==> src/rtl/dsp_phase_ctrl.sv <==
// dsp_phase_ctrl: symbol-rate strobe generator and RX phase controller.
// Sweeps every RX phase, measures bit errors over one window per phase,
// locks the phase with the fewest errors and tracks it. It re-runs the
// search when a tracking window exceeds RELOCK_THR. A manual mode drives
// the switch-selected phase instead.
module dsp_phase_ctrl #(
    parameter int PHASE_W     = 2,
    parameter int NCH         = 2,
    parameter int SETTLE_SYMS = 16,
    parameter int WINDOW_SYMS = 1024,
    parameter int CNT_W       = 16,
    parameter int RELOCK_THR  = 64
) (
    input  logic               clk,
    input  logic               rst,
    input  logic               i_enable_rx,
    input  logic               i_auto,
    input  logic [PHASE_W-1:0] i_phase_manual,
    input  logic [NCH-1:0]     i_bit_err,
    output logic               o_enable_sym,
    output logic               o_enable_rx,
    output logic [PHASE_W-1:0] o_phase,
    output logic               o_ber_rst,
    output logic               o_locked,
    output logic [CNT_W-1:0]   o_err_count,
    output logic [PHASE_W-1:0] o_best_phase,
    output logic [1:0]         o_state
);

    localparam int UPS   = 1 << PHASE_W;
    localparam int SET_W = $clog2(SETTLE_SYMS + 1);
    localparam int WIN_W = $clog2(WINDOW_SYMS + 1);
    localparam int POP_W = $clog2(NCH + 1);
    localparam int SUM_W = CNT_W + 4;
    localparam logic [CNT_W-1:0] CNT_MAX = '1;

    localparam logic [1:0] S_IDLE    = 2'd0;
    localparam logic [1:0] S_SETTLE  = 2'd1;
    localparam logic [1:0] S_MEASURE = 2'd2;
    localparam logic [1:0] S_TRACK   = 2'd3;

    logic [1:0]         state;
    logic               auto_r;
    logic [PHASE_W-1:0] pm_r;
    logic               auto_lat;
    logic               search_active;
    logic [SET_W-1:0]   settle_cnt;
    logic [WIN_W-1:0]   win_cnt;
    logic [CNT_W-1:0]   win_err;
    logic [CNT_W-1:0]   best_count;
    logic [PHASE_W-1:0] best_ph;
    logic [POP_W-1:0]   pop;
    logic [SUM_W-1:0]   sum_wide;
    logic [CNT_W-1:0]   win_sum;
    logic               win_end;
    logic               last_phase;
    logic               better;
    logic [PHASE_W-1:0] pick;
    logic               relock;

    assign o_state = state;

    // Free-running divider; strobe phase chosen so the first strobe lands on the 2nd edge.
    generate
        if (PHASE_W == 0) begin : g_div0
            always_ff @(posedge clk or negedge rst) begin
                if (!rst) o_enable_sym <= 1'b0;
                else      o_enable_sym <= 1'b1;
            end
        end else begin : g_div
            logic [PHASE_W-1:0] div_cnt;
            always_ff @(posedge clk or negedge rst) begin
                if (!rst) begin
                    div_cnt      <= '0;
                    o_enable_sym <= 1'b0;
                end else begin
                    div_cnt      <= div_cnt + PHASE_W'(1);
                    o_enable_sym <= (div_cnt == PHASE_W'(1));
                end
            end
        end
    endgenerate

    // Single register stage on the switch inputs.
    always_ff @(posedge clk or negedge rst) begin
        if (!rst) begin
            o_enable_rx <= 1'b0;
            auto_r      <= 1'b0;
            pm_r        <= '0;
        end else begin
            o_enable_rx <= i_enable_rx;
            auto_r      <= i_auto;
            pm_r        <= i_phase_manual;
        end
    end

    // Error popcount, saturating window sum and window-end decisions.
    always_comb begin
        pop = '0;
        for (int i = 0; i < NCH; i++) pop = pop + POP_W'(i_bit_err[i]);
        sum_wide   = SUM_W'(win_err) + SUM_W'(pop);
        win_sum    = (sum_wide > SUM_W'(CNT_MAX)) ? CNT_MAX : sum_wide[CNT_W-1:0];
        win_end    = (win_cnt == WIN_W'(WINDOW_SYMS - 1));
        last_phase = (o_phase == PHASE_W'(UPS - 1));
        better     = (win_sum < best_count);
        pick       = better ? o_phase : best_ph;
        relock     = (32'(win_sum) > RELOCK_THR);
    end

    // Phase search / tracking FSM; disable or a mode change aborts to IDLE first.
    always_ff @(posedge clk or negedge rst) begin
        if (!rst) begin
            state         <= S_IDLE;
            auto_lat      <= 1'b0;
            search_active <= 1'b0;
            settle_cnt    <= '0;
            win_cnt       <= '0;
            win_err       <= '0;
            best_count    <= CNT_MAX;
            best_ph       <= '0;
            o_phase       <= '0;
            o_ber_rst     <= 1'b0;
            o_locked      <= 1'b0;
            o_err_count   <= '0;
            o_best_phase  <= '0;
        end else if (!o_enable_rx || (state != S_IDLE && auto_r != auto_lat)) begin
            state      <= S_IDLE;
            o_ber_rst  <= 1'b0;
            o_locked   <= 1'b0;
            settle_cnt <= '0;
            win_cnt    <= '0;
            win_err    <= '0;
        end else begin
            case (state)
                S_IDLE: begin
                    state         <= S_SETTLE;
                    auto_lat      <= auto_r;
                    search_active <= auto_r;
                    o_phase       <= auto_r ? '0 : pm_r;
                    settle_cnt    <= '0;
                    best_count    <= CNT_MAX;
                    best_ph       <= '0;
                end
                S_SETTLE: begin
                    if (o_enable_sym) begin
                        if (settle_cnt == SET_W'(SETTLE_SYMS - 1)) begin
                            settle_cnt <= '0;
                            win_cnt    <= '0;
                            win_err    <= '0;
                            o_ber_rst  <= 1'b1;
                            if (search_active) begin
                                state <= S_MEASURE;
                            end else begin
                                state    <= S_TRACK;
                                o_locked <= 1'b1;
                            end
                        end else begin
                            settle_cnt <= settle_cnt + SET_W'(1);
                        end
                    end
                end
                S_MEASURE: begin
                    if (o_enable_sym) begin
                        if (win_end) begin
                            o_err_count <= win_sum;
                            win_cnt     <= '0;
                            win_err     <= '0;
                            state       <= S_SETTLE;
                            o_ber_rst   <= 1'b0;
                            if (last_phase) begin
                                o_phase       <= pick;
                                o_best_phase  <= pick;
                                search_active <= 1'b0;
                                best_count    <= CNT_MAX;
                                best_ph       <= '0;
                            end else begin
                                o_phase <= o_phase + PHASE_W'(1);
                                if (better) begin
                                    best_count <= win_sum;
                                    best_ph    <= o_phase;
                                end
                            end
                        end else begin
                            win_cnt <= win_cnt + WIN_W'(1);
                            win_err <= win_sum;
                        end
                    end
                end
                S_TRACK: begin
                    if (!auto_lat && pm_r != o_phase) begin
                        o_phase   <= pm_r;
                        state     <= S_SETTLE;
                        o_locked  <= 1'b0;
                        o_ber_rst <= 1'b0;
                        win_cnt   <= '0;
                        win_err   <= '0;
                    end else if (o_enable_sym) begin
                        if (win_end) begin
                            o_err_count <= win_sum;
                            win_cnt     <= '0;
                            win_err     <= '0;
                            if (auto_lat && relock) begin
                                state         <= S_SETTLE;
                                o_phase       <= '0;
                                search_active <= 1'b1;
                                o_locked      <= 1'b0;
                                o_ber_rst     <= 1'b0;
                            end
                        end else begin
                            win_cnt <= win_cnt + WIN_W'(1);
                            win_err <= win_sum;
                        end
                    end
                end
                default: state <= S_IDLE;
            endcase
        end
    end

endmodule

==> config.mk <==
export PLATFORM = sky130hd
export DESIGN_NAME = dsp_phase_ctrl
export DESIGN_NICKNAME = d
export VERILOG_FILES = /design/src/rtl/dsp_phase_ctrl.sv
export SDC_FILE = /design/constraint.sdc
export NUM_CORES = 1
export LEC_CHECK = 0
export BUFFER_PORTS_ARGS = -buffer_cell sky130_fd_sc_hd__clkbuf_2
export CAP_MARGIN = 20
export CELL_PAD_IN_SITES_DETAIL_PLACEMENT = 1
export CELL_PAD_IN_SITES_GLOBAL_PLACEMENT = 2
export CORE_ASPECT_RATIO = 2
export CORE_MARGIN = 4
export CORE_UTILIZATION = 35
export CTS_CLUSTER_DIAMETER = 150
export DETAILED_ROUTE_END_ITERATION = 16
export GPL_ROUTABILITY_DRIVEN = 1
export PLACE_DENSITY = 0.75
export RECOVER_POWER = 100
export SYNTH_ARGS = -nofsm -noshare
export SYNTH_HDL_FRONTEND = slang
export SYNTH_SLANG_ARGS = --single-unit
==> constraint.sdc <==
create_clock -name clk -period 3.9 [get_ports clk]
set_input_delay 0.585 -clock clk [delete_from_list [all_inputs] [get_ports clk]]
set_output_delay 0.585 -clock clk [all_outputs]
set_load 0.02 [all_outputs]
# Word level (Yosys, flattened, before mapping)
# Cells that the tools add are included.
totals:
  elab_cells: 158
  input_bits: 8
  mem_bits_rw: 0
  rom_bits: 0
  n_memories: 0
  out_inout_bits: 26
  latchBits: 0
  reg_bits: 83
classes:
  n_reduce_logical: 26
  n_eq_ne: 28
  addsub: 6
  n_mux: 76
  div_mod_pow: 0
  bitwise_logic: 1
  multipliers: 0
  shifts: 0
  order_cmp: 3
ops:
  columns: ["op", "n"]
  rows:
  - ["16-bit two-way mux", 14]
  - ["11-bit two-way mux", 6]
  - ["16-bit one-hot mux with 2 select lines", 2]
  - ["16-bit one-hot mux with 3 select lines", 1]
  - ["2-bit two-way mux", 21]
  - ["11-bit one-hot mux with 3 select lines", 1]
  - ["3-bit != test, second input constant", 9]
  - ["1-bit two-way mux", 21]
  - ["7-bit AND reduction", 3]
  - ["16-bit by 2-bit adder with 17-bit output", 1]
  - ["17-bit by 16-bit > comparator with 1-bit output, second input constant", 1]
  - ["16-bit by 7-bit > comparator with 1-bit output, second input constant", 1]
  - ["16-bit < comparator", 1]
  - ["5-bit two-way mux", 3]
  - ["2-bit != test, second input constant", 7]
  - ["4-bit != test, second input constant", 3]
  - ["11-bit by 1-bit adder with 11-bit output, second input constant", 1]
  - ["11-bit by 10-bit == test with 1-bit output, second input constant", 1]
  - ["5-bit one-hot mux with 2 select lines", 1]
  - ["5-bit AND reduction", 2]
  - ["9-bit AND reduction", 1]
  - ["3-bit nonzero test", 3]
  - ["2-bit one-hot mux with 4 select lines", 1]
  - ["8-bit AND reduction", 1]
  - ["22 further kinds", 34]

# Logic depth before layout (Yosys ltp)
# Gate-level depths: netlist of run 1.
depth:
  depth_word: 12
  depth_mapped: 18
  mapped_depth_nobuf: 15

# Least setup slack after synthesis of run 1
# Ideal clock, no wire load.
synth_path:
  path_kind: "in2reg"
  from: "in i_bit_err[0]"
  to: "reg best_count[7]"
  slack_ns: -0.142
  arrival_time_ns: 3.963
  n_path_buf: 3
  stages: 16
  setup_ns: 0.080
  t_required_ns: 3.820
  path_cell_list: "fa_1 ha_1 and4_1 buf_2 nand4_2 clkbuf_1 nor2b_1 inv_1 ha_1 a221oi_1 o21ai_0 a41o_1 nor2_1 nand4_1 clkbuf_1 o22a_1"
synth_via:
  word_cells_on_any_way: 12
  classes_between: "2 x add/sub; 2 x order compare; 1 x eq/ne; 6 x mux; 1 x reduce/logical"
synth_lines:
  columns: ["item", "line_no", "rtl"]
  rows:
  - ["from (decl)", "19", "input logic [NCH-1:0] i_bit_err,"]
  - ["1-bit by 1-bit adder with 2-bit output (*)", "100", "for (int i = 0; i < NCH; i++) pop = pop + POP_W'(i_bit_err[i]);"]
  - ["16-bit by 2-bit adder with 17-bit output (*)", "101", "sum_wide = SUM_W'(win_err) + SUM_W'(pop);"]
  - ["17-bit by 16-bit > comparator with 1-bit output", "102", "win_sum = (sum_wide > SUM_W'(CNT_MAX)) ? CNT_MAX : sum_wide[CNT_W-1:0];"]
  - ["16-bit two-way mux (*)", "102", null]
  - ["net win_sum[1]", "54", "logic [CNT_W-1:0] win_sum;"]
  - ["16-bit < comparator (*)", "105", "better = (win_sum < best_count);"]
  - ["3-bit != test (no source line) (*)", null, null]
  - ["5-bit AND reduction (no source line) (*)", null, null]
  - ["to (signal assigned)", "179", "best_count <= win_sum;"]
  - ["to (decl)", "50", "logic [CNT_W-1:0] best_count;"]
# The timed path passes the listed nets; every way through them passes the cells marked *. The select of a mux whose other input is x is not followed.
# A chain may end at the register's enable or synchronous reset.

# Worst setup path after layout of run 1
layout_path:
  from: "reg win_err[0]"
  to: "reg state[0] (netlist: o_state[0])"
layout_via:
  elab_chain_cells: 7
layout_lines:
  columns: ["item", "line_no", "rtl"]
  rows:
  - ["from (decl)", "49", "logic [CNT_W-1:0] win_err;"]
  - ["from (signal assigned)", "185", "win_err <= win_sum;"]
  - ["from (signal assigned)", "211", "win_err <= win_sum;"]
  - ["16-bit by 2-bit adder with 17-bit output (*)", "101", null]
  - ["17-bit by 16-bit > comparator with 1-bit output", "102", null]
  - ["16-bit two-way mux (*)", "102", null]
  - ["net win_sum[5]", "54", null]
  - ["16-bit by 7-bit > comparator with 1-bit output (*)", "107", "relock = (32'(win_sum) > RELOCK_THR);"]
  - ["1-bit logical AND (*)", "202", "if (auto_lat && relock) begin"]
  - ["4-bit != test (no source line) (*)", null, null]
  - ["7-bit AND reduction (no source line) (*)", null, null]
  - ["to (signal assigned)", "113", "state <= S_IDLE;"]
  - ["to (signal assigned)", "203", "state <= S_SETTLE;"]
  - ["to (signal assigned)", "215", "default: state <= S_IDLE;"]
  - ["to (decl)", "42", "logic [1:0] state;"]
# The timed path passes the listed nets; every way through them passes the cells marked *.

==> results of run 1 <==
kinds of logic (layout without fill, tap and decap cells):
group / Yosys count / in the layout
simple gates: 164 / 164
compound gates: 125 / 125
flops: 83 / 83
buf+inv: 65 / 125
fa+ha+maj: 24 / 24
xor+xnor: 19 / 19
mux: 16 / 16
layout make-up:
type                       instances  area [um^2]
multi-input combinational        348         2400
fill                            1608         7830
inverter                          40          150
sequential                        83         2100
tap                              155          194
clock inverter                     7         75.1
timing repair buffer              69          392
clock buffer                       9          225
sequential cells by signal (all words and copies together), names as in the netlist:
signal / flops
o_best_phase: 2
auto_r: 1
search_active: 1
o_enable_sym: 1
g_div.div_cnt: 2
o_ber_rst: 1
best_ph: 2
pm_r: 2
best_count: 16
auto_lat: 1
o_phase: 2
o_err_count: 16
settle_cnt: 5
win_cnt: 11
o_enable_rx: 1
o_locked: 1
o_state: 2
win_err: 16
per-stage QoR:
| stage | instances | utilization |
|---|---|---|
| after global placement | 695 | 0.396 |
| after CTS | 711 | 0.419 |
| final | 711 | 0.414 |
| after detailed placement | 695 | 0.396 |
| after floorplan | 496 | - |
| after global routing | 711 | 0.414 |
power groups by stage:
stage	registers (W)	logic [W]	clock network, W
6_report	0.000951	0.000695	0.000868
2_1_floorplan	0.000975	0.000436	0
3_3_place_gp	0.000967	0.000694	0
4_1_cts	0.000952	0.000708	0.000894
5_1_grt	0.000959	0.000764	0.000930
3_5_place_dp	0.000968	0.000707	0
Yosys cell counts (6+ instances only):
cell type and instances:
sky130_fd_sc_hd__buf_2 6, sky130_fd_sc_hd__nor4_1 8, sky130_fd_sc_hd__a21oi_1 15, sky130_fd_sc_hd__mux2_2 8
sky130_fd_sc_hd__o21ai_0 29, sky130_fd_sc_hd__nor2b_1 6, sky130_fd_sc_hd__o22a_1 9, sky130_fd_sc_hd__nand3_1 15
sky130_fd_sc_hd__inv_1 40, sky130_fd_sc_hd__xor2_1 8, sky130_fd_sc_hd__a2bb2oi_1 7, sky130_fd_sc_hd__a22o_1 15
sky130_fd_sc_hd__nor2_1 38, sky130_fd_sc_hd__dfrtp_1 67, sky130_fd_sc_hd__mux2_4 6, sky130_fd_sc_hd__nor3_1 12
sky130_fd_sc_hd__xnor2_1 11, sky130_fd_sc_hd__dfstp_2 16, sky130_fd_sc_hd__nand2_1 42, sky130_fd_sc_hd__ha_1 23
sky130_fd_sc_hd__clkbuf_1 17, sky130_fd_sc_hd__nand4_1 12
path summary, 6_finish.rpt:
path                                   from          endpoint  slack (ns)  cells past startpoint
setup / recovery                 win_err[0]        o_state[0]        0.19                     11
hold / removal                  i_enable_rx       o_enable_rx        0.34                      1
setup reg to reg                 win_err[0]        o_state[0]        0.19                     11
hold reg to reg            g_div.div_cnt[0]  g_div.div_cnt[0]        0.44                      1
max in group asynchronous               rst         o_ber_rst        1.47                      2
min in group asynchronous               rst   o_err_count[13]        0.67                      1
repair_timing:
item	CTS	global route
resized for setup	1	8
hold endpoints to repair	0	0
pin swaps	0	0
hold buffers	0	0
endpoints found under the setup margin	1	16
worst register-to-register path: stages (launching register included):
cell and delay, ns:
sky130_fd_sc_hd__dfrtp_1 0.40, sky130_fd_sc_hd__fa_1 0.43, sky130_fd_sc_hd__clkbuf_2 0.16, sky130_fd_sc_hd__nand3_1 0.18, sky130_fd_sc_hd__clkbuf_1 0.19, sky130_fd_sc_hd__or3_1 0.13, sky130_fd_sc_hd__nand3_1 0.24, sky130_fd_sc_hd__clkbuf_4 0.24
sky130_fd_sc_hd__o41a_1 0.40, sky130_fd_sc_hd__o311ai_0 0.70, sky130_fd_sc_hd__a22oi_1 0.26, sky130_fd_sc_hd__o2bb2ai_1 0.27
routing by layer:
metal,up-vias,wire length [um],share of wire,global-route usage
met4,0,833,0.056,0.106
met2,98,8550,0.57,0.388
li1,1901,-,-,-
met3,44,373,0.025,0.0305
met1,2073,5130,0.34,0.191
met5,-,0,0,0
==> impl.org, run 1 <==
** STA
- Maximum clock frequency :: approximately 270 MHz
- In the finished design, the share of the clock period the worst path needs comes to 0.951.
- Subtracting the final worst setup slack from the clock period gives about 3.7 ns.
- Final-report setup violation count :: 0
- For the pin with the worst max-slew slack, the measured transition is about 1.7 ns.
- Sum Neg Setup Slack :: 0 ns
- Measured against its own limit, the worst slew margin works out to -0.131.
- Pins Over Slew Limit :: 66
- Layout Skew :: 0.0112 ns
- Minimum setup slack in the final design :: about 0.19 ns
- Count of final hold-check violations :: 0
- Hold timing on the final database bottoms out at a slack of 0.339 ns.

** Synth
- Compound-Gate Fraction of Synth Area :: 0.186
- Sequential element share of the synthesized area :: 0.442
- Xor/xnor cell area share of the yosys netlist :: 0.0351
- Synth Cell Area :: 0.00475 mm^2
- YS warnings :: 0
- Unique cell type count in the Yosys netlist :: 66
- Post-synthesis instance total :: ~500
- Leading cell types by total area after synthesis :: sky130_fd_sc_hd__dfrtp_1 (35%), sky130_fd_sc_hd__dfstp_2 (8.9%), sky130_fd_sc_hd__ha_1 (6.1%)
- Each instance of the synthesized netlist takes up on average between 9 and 10 um^2.
- Counting flops with a built-in enable in the synthesized netlist gives 0.
- In the synthesized netlist the dominant register cell turns out to be sky130_fd_sc_hd__dfrtp_1.
- Cell accounting for the most synthesized area :: sky130_fd_sc_hd__dfrtp_1
- Synthesis inferred between 80 and 90 register bits.
- After synthesis, the share of cell area in mux cells is 0.0422.
- The share of synthesized area in the top cell type comes to 0.353.
- After synthesis, the largest family of logic cells by area is compound AO/OA/AOI/OAI gates.
- Net Count, Synth :: roughly 530
- Of the total synthesized cell area, the portion taken by full adders, half adders and majority gates is 0.0648.
- Of the total synthesized cell area, the portion taken by AND, OR, NAND and NOR gates is 0.176.
- Share of synthesized registers carrying an async set or reset :: 1.00

** Cells and area
- Ant. Diodes :: 0
- Final-stage net count :: between 500 and 600
- The area growth from synthesis to layout is 16.7%.
- Ratio of cells with drive above 1 in the final layout :: 0.164
- After routing the design area is about 0.0055 mm^2.
- In the layout the commonest cells are sky130_fd_sc_hd__dfrtp_1 (67), sky130_fd_sc_hd__nand2_1 (42), sky130_fd_sc_hd__inv_1 (40).
- Most common cell after layout, fill and taps aside :: sky130_fd_sc_hd__dfrtp_1

** Floorplan
- Die area :: approximately 0.016 mm^2
- In this run the horizontal extent of the chip is between 90 and 100 um.
- For this design the top-level I/O count stands at 34.
- The initialized floorplan defines 60 standard-cell rows.
- The core region is between 0.01 and 0.015 mm^2.
- Measured along the y axis, the die boundary spans between 150 and 200 um.
- Initial standard-cell utilization of the core :: 0.355

** Setup path
- Largest fanout on the critical path :: 5
- Setup crit start kind :: register
- Stage delay of the slowest cell on the critical path :: roughly 0.70 ns
- Among the stages of the critical path, the cell type that occurs most often is sky130_fd_sc_hd__nand3_1.
- Critical Path Slowest Stage Cell :: sky130_fd_sc_hd__o311ai_0
- Cells along the critical path :: fa_1, clkbuf_2, nand3_1, clkbuf_1, or3_1, nand3_1, clkbuf_4, o41a_1, o311ai_0, a22oi_1, o2bb2ai_1
- The worst setup path is captured at a register.
- For the worst setup path, the data required time is approximately 4.2 ns.
- The worst setup path is of the register to register kind.
- The cell family contributing the most delay on the critical path is compound AO/OA/AOI/OAI gates.
- CP bufs+invs :: 3
- WP data arrival :: slightly below 4 ns

** CTS
- The root buffer cell chosen for the clock tree is sky130_fd_sc_hd__clkbuf_16.
- TritonCTS built the clock tree.
- Clock tree synthesis found a total of 83 sinks.
- The clock tree synthesis step divided the H-tree into 3 levels.
- # Post-CTS Setup Buffers :: 0
- Clock-pin slew was measured on the worst setup and hold paths at ~0.07 ns.
- Worst-case clock buffer depth :: 2
- Clock tree synthesis inserted a total of 9 buffers.
- Clock latency of the later-clocked register in the worst-skew pair :: approximately 0.35 ns

** Flow run
- The tool flagged a number of max-cap violations equal to 1.

** Drt
- Detail-routed via count per cell :: ~5.8
- Number of remaining DRC errors :: 0
- DR iter-0 viols :: roughly 150
- Count of vias placed by the detailed router :: 4116
- For this run, the detailed router's first-pass iteration total came to 4.
- Dividing the detail-routed wire length by the instance count gives around 21 um.
- The detail route stage leaves a number of antenna-violating nets equal to 0.
- Total wire length after detailed routing :: 14.9 mm

** Outcome
- Status :: complete, but fails checks
- The final reports fail on capacitance limit, slew limit.

** Power
- Comb pwr share :: 0.277
- Final Total Pwr :: approximately 0.0025 W
- The internal power of the cells totals 0.00160 W.
- Net switching power :: 0.000909 W
- Power density of the placed cells :: between 400 and 500 mW/mm^2
- The share of total power dissipated in sequential elements is 0.378.
- Of the total power, the share spent switching nets is 0.362.
- The share of total power dissipated in the clock network is 0.345.
- VDD sags by at most between 200 and 300 uV.
- Leak :: about 2.6 nW

** Global routing
- Pin count of the biggest net entering global routing :: 66
- Across every metal layer, demand over resource in global routing totals 0.198.
- After global routing the overflow that remains totals 0.
- Global-route wire length before repair :: between 20 and 25 mm
- The number of antenna violations at the first check in global routing came to 0.
- The number of global-route vias before repair came to ~4500.

** Hold path
- Worst min path class :: primary input to register

** Placed design
- The HPWL after detailed placement is about 12 mm.
- OpenSTA, run right after detailed placement, puts the worst setup slack at -0.280 ns.
- Once placement finished, the instance area stood at between 0.005 and 0.006 mm^2.
- Buffers placed on the I/O ports in this run total 33.
- At the end of routability-driven placement, the weighted congestion stood at about 0.92.
Power figures use the tool's default switching activity.
==> inputs of run 2 (changes only) <==
PLACE_DENSITY = 0.81   (was 0.75)
==> impl.org, run 2 (synthesis gave the netlist of run 1 again) <==
** Outcome
- Status :: complete, but fails checks (unchanged)
- Violations in the final reports :: capacitance limit, slew limit (unchanged)

** STA
- The count of endpoints failing hold in the final timing report came to 0 (unchanged).
- Minimum setup slack in the final design :: 0.254 ns (was 0.191 ns)
- Worst Hold Slack :: 0.270 ns (was 0.339 ns)
- The final critical delay including setup and external delays was 3.65 ns (was 3.71 ns).
- The number of pins exceeding their max-slew limit in the final report is 72 (was 66).
- RSZ-0062 raised after global routing :: no
- Final period utilization :: 0.935 (was 0.951)
- The slew of the pin with the lowest slew margin is 1.76 ns (was 1.70 ns).
- Maximum clock frequency :: 274 MHz (was 270 MHz)
- Final-report setup violation count :: 0 (unchanged)
- The worst clock skew is 0.00749 ns (was 0.0112 ns).
- The max-slew headroom at the worst pin is -0.171 (was -0.131).

** Setup path
- The minimum setup slack among reg-to-reg paths is 0.25 ns (was 0.19 ns).
- The type of the setup path with the least slack is register to register (unchanged).
- Required @ worst endpoint :: 4.17 ns (was 4.15 ns)
- The number of cells on the worst reg-to-reg path was 15 (was 11).
- The data arrival time at the worst-slack endpoint was 3.92 ns (was 3.96 ns).
- Worst reg2reg path endpoint :: best_count[10] (was o_state[0])
- Capturing element type of the critical path :: register (unchanged)
- Source of the worst register-to-register timing path :: win_err[0] (unchanged)
- Largest fanout on the critical path :: 11 (was 5)
- The critical path launch point type is a register (unchanged).

** Power
- The register share of total power is 0.386 (was 0.378).
- The clock power share was 0.337 (was 0.345).
- Peak supply drop :: 315 uV (was 280 uV)
- Final Total Pwr :: 0.00246 W (was 0.00251 W)
- The net switching fraction of the power came to 0.349 (was 0.362).
- The switching component of the power was 0.000860 W (was 0.000909 W).
- Leak :: 2.57 nW (was 2.60 nW)
- Comb pwr share :: 0.277 (about the same)
- Power density of the placed cells :: 451 mW/mm^2 (was 454 mW/mm^2)
- Int Pwr :: 0.00160 W (about the same)

** Drt
- DR iter-0 viols :: 131 (was 149)
- The final wirelength is 14.4 mm (was 14.9 mm).
- The remaining routing DRC violations is 0 (unchanged).
- The post-route antenna net violation count came to 0 (unchanged).
- Detail-routed via count per cell :: 5.71 (was 5.79)
- Count of vias placed by the detailed router :: 4019 (was 4116)
- The number of detailed-routing iterations run before antenna repair came to 4 (unchanged).
- The mean routed wirelength per cell was 20.5 um (was 20.9 um).

** Placed design
- The cell count after placement came to 687 (was 695).
- PortBufs :: 33 (unchanged)
- Detailed placer's ending HPWL :: 11.2 mm (was 11.8 mm)
- The worst setup slack before clock tree synthesis was -0.112 ns (was -0.280 ns).
- Final GP Congestion :: 0.868 (was 0.917)
- The area after detailed placement is 0.00523 mm^2 (was 0.00529 mm^2).

** CTS
- H-tree Lvls :: 3 (unchanged)
- Quantity of hold-fixing buffers added after cts :: 0 (unchanged)
- The clock buffer count from CTS came to 9 (unchanged).
- The clock transition at the registers of the reported paths is 0.07 ns (about the same).
- Clk root buf :: sky130_fd_sc_hd__clkbuf_16 (unchanged)
- The number of buffers on the longest clock path was 2 (unchanged).
- Clock latency of the later-clocked register in the worst-skew pair :: 0.34 ns (was 0.35 ns)
- TritonCTS clock tree :: yes (unchanged)
- The post-CTS setup-driven buffer insertion count was 0 (unchanged).
- The number of instances resized during post-cts repair came to 0 (was 1).
- The count of clock tree sinks is 83 (unchanged).

** Floorplan
- The floorplan die width is 90.4 um (unchanged).
- The core footprint is 0.0134 mm^2 (unchanged).
- The floorplan die area was 0.0156 mm^2 (unchanged).
- Initial standard-cell utilization of the core :: 0.355 (unchanged)
- The number of ports placed on the die boundary is 34 (unchanged).
- Floorplan die height :: 173 um (unchanged)
- Std-Cell Rows :: 60 (unchanged)

** Cells and area
- The area growth from synthesis to layout was 14.9% (was 16.7%).
- The count of antenna diodes in the layout came to 0 (unchanged).
- The total number of nets in the final design came to 576 (was 583).
- The multi-input logic area was 0.00238 mm^2 (was 0.00240 mm^2).
- The most frequent standard cell in the layout excluding fill and tap cells is sky130_fd_sc_hd__dfrtp_1 (unchanged).
- Final Cell Area :: 0.00546 mm^2 (was 0.00554 mm^2)
- Largest registers :: best_count: 16 flops, o_err_count: 16 flops, win_err: 16 flops (unchanged)
- The number of standard cells in the layout, taps in and fillers out was 704 (was 711).
- Most frequent cells in the layout: sky130_fd_sc_hd__dfrtp_1 (67), sky130_fd_sc_hd__nand2_1 (42), sky130_fd_sc_hd__inv_1 (40) (unchanged).
- Area taken by flip-flops and latches :: 0.00210 mm^2 (unchanged)
- Total of fill cells in the finished design :: 1563 (was 1608)
- Ratio of cells with drive above 1 in the final layout :: 0.151 (was 0.164)

** Global routing
- The number of antenna violations at the first check in global routing came to 0 (unchanged).
- Global-route wire length before repair :: 23.7 mm (was 24.1 mm)
- Total congestion overflow :: 0 (unchanged)
- The pin count of the biggest net entering global routing was 84 (was 66).
- The number of global-route vias before repair was 4432 (was 4469).
- Overall routing resource usage :: 0.193 (was 0.198)

** Flow run
- The number of maximum-capacitance violations came to 1 (unchanged).

** Hold path
- Worst min path class :: primary input to async pin (was primary input to register)
-- run 2: cell types whose count changed in the layout (fill, tap and decap cells not counted), sizes merged --
cell,before,now
clkbuf,50,47
clkinv,1,3
inv,45,43
buf,28,25
clkinvlp,1,0
-- run 2: cell type report --
cell class	count	share of cell area
clock buffers	10	0.0438
inverters	40	0.0275
repair buffers	62	0.0635
well taps	155	0.0355
clock inverters	6	0.00871
flip-flops and latches	83	0.384
multi-input cells	348	0.437
-- run 2: worst max path at each step --
stage          slack (ns)          from             end  depth (start not counted)
4_1_cts              0.17    win_err[0]      o_phase[0]                         15
3_3_place_gp       -0.005  i_bit_err[0]      o_phase[0]                         18
5_1_grt              0.01    win_err[0]   best_count[8]                         15
6_report             0.25    win_err[0]  best_count[10]                         15
3_5_place_dp        -0.11  i_bit_err[0]  best_count[15]                         16
2_1_floorplan        0.05  i_bit_err[0]   best_count[0]                         17
-- run 2: metrics by stage --
step                      TNS [ns]   util
after floorplan                  0      -
after detailed placement     -1.64  0.391
after global routing             0  0.408
final                            0  0.408
after global placement    -0.00574  0.391
after CTS                        0  0.413
-- run 2: layer usage --
metal  global-route usage  up-vias  share of wire
met5                    0        -              0
met4                0.113        0          0.050
met3               0.0261       38          0.020
met2                0.379       69           0.59
met1                0.187     2027           0.34
li1                     -     1885              -
-- run 2: critical path: stages (launching register included) --
cell,delay (ns)
sky130_fd_sc_hd__dfrtp_1,0.41
sky130_fd_sc_hd__fa_1,0.41
sky130_fd_sc_hd__ha_2,0.20
sky130_fd_sc_hd__and4_1,0.24
sky130_fd_sc_hd__nand4_2,0.16
sky130_fd_sc_hd__buf_4,0.18
sky130_fd_sc_hd__nor2b_2,0.18
sky130_fd_sc_hd__inv_1,0.08
sky130_fd_sc_hd__ha_1,0.29
sky130_fd_sc_hd__a221oi_1,0.27
sky130_fd_sc_hd__o21ai_0,0.16
sky130_fd_sc_hd__a41o_1,0.30
sky130_fd_sc_hd__nor2_2,0.13
sky130_fd_sc_hd__nand4_1,0.10
sky130_fd_sc_hd__clkbuf_2,0.24
sky130_fd_sc_hd__o22a_1,0.21
-- run 2: power by group through the flow --
stage	sequential, W	combinational (W)	clock, W
after global placement	0.000964	0.000670	0
final	0.000951	0.000682	0.000829
after floorplan	0.000975	0.000436	0
after global routing	0.000958	0.000752	0.000896
after CTS	0.000952	0.000694	0.000860
after detailed placement	0.000967	0.000693	0
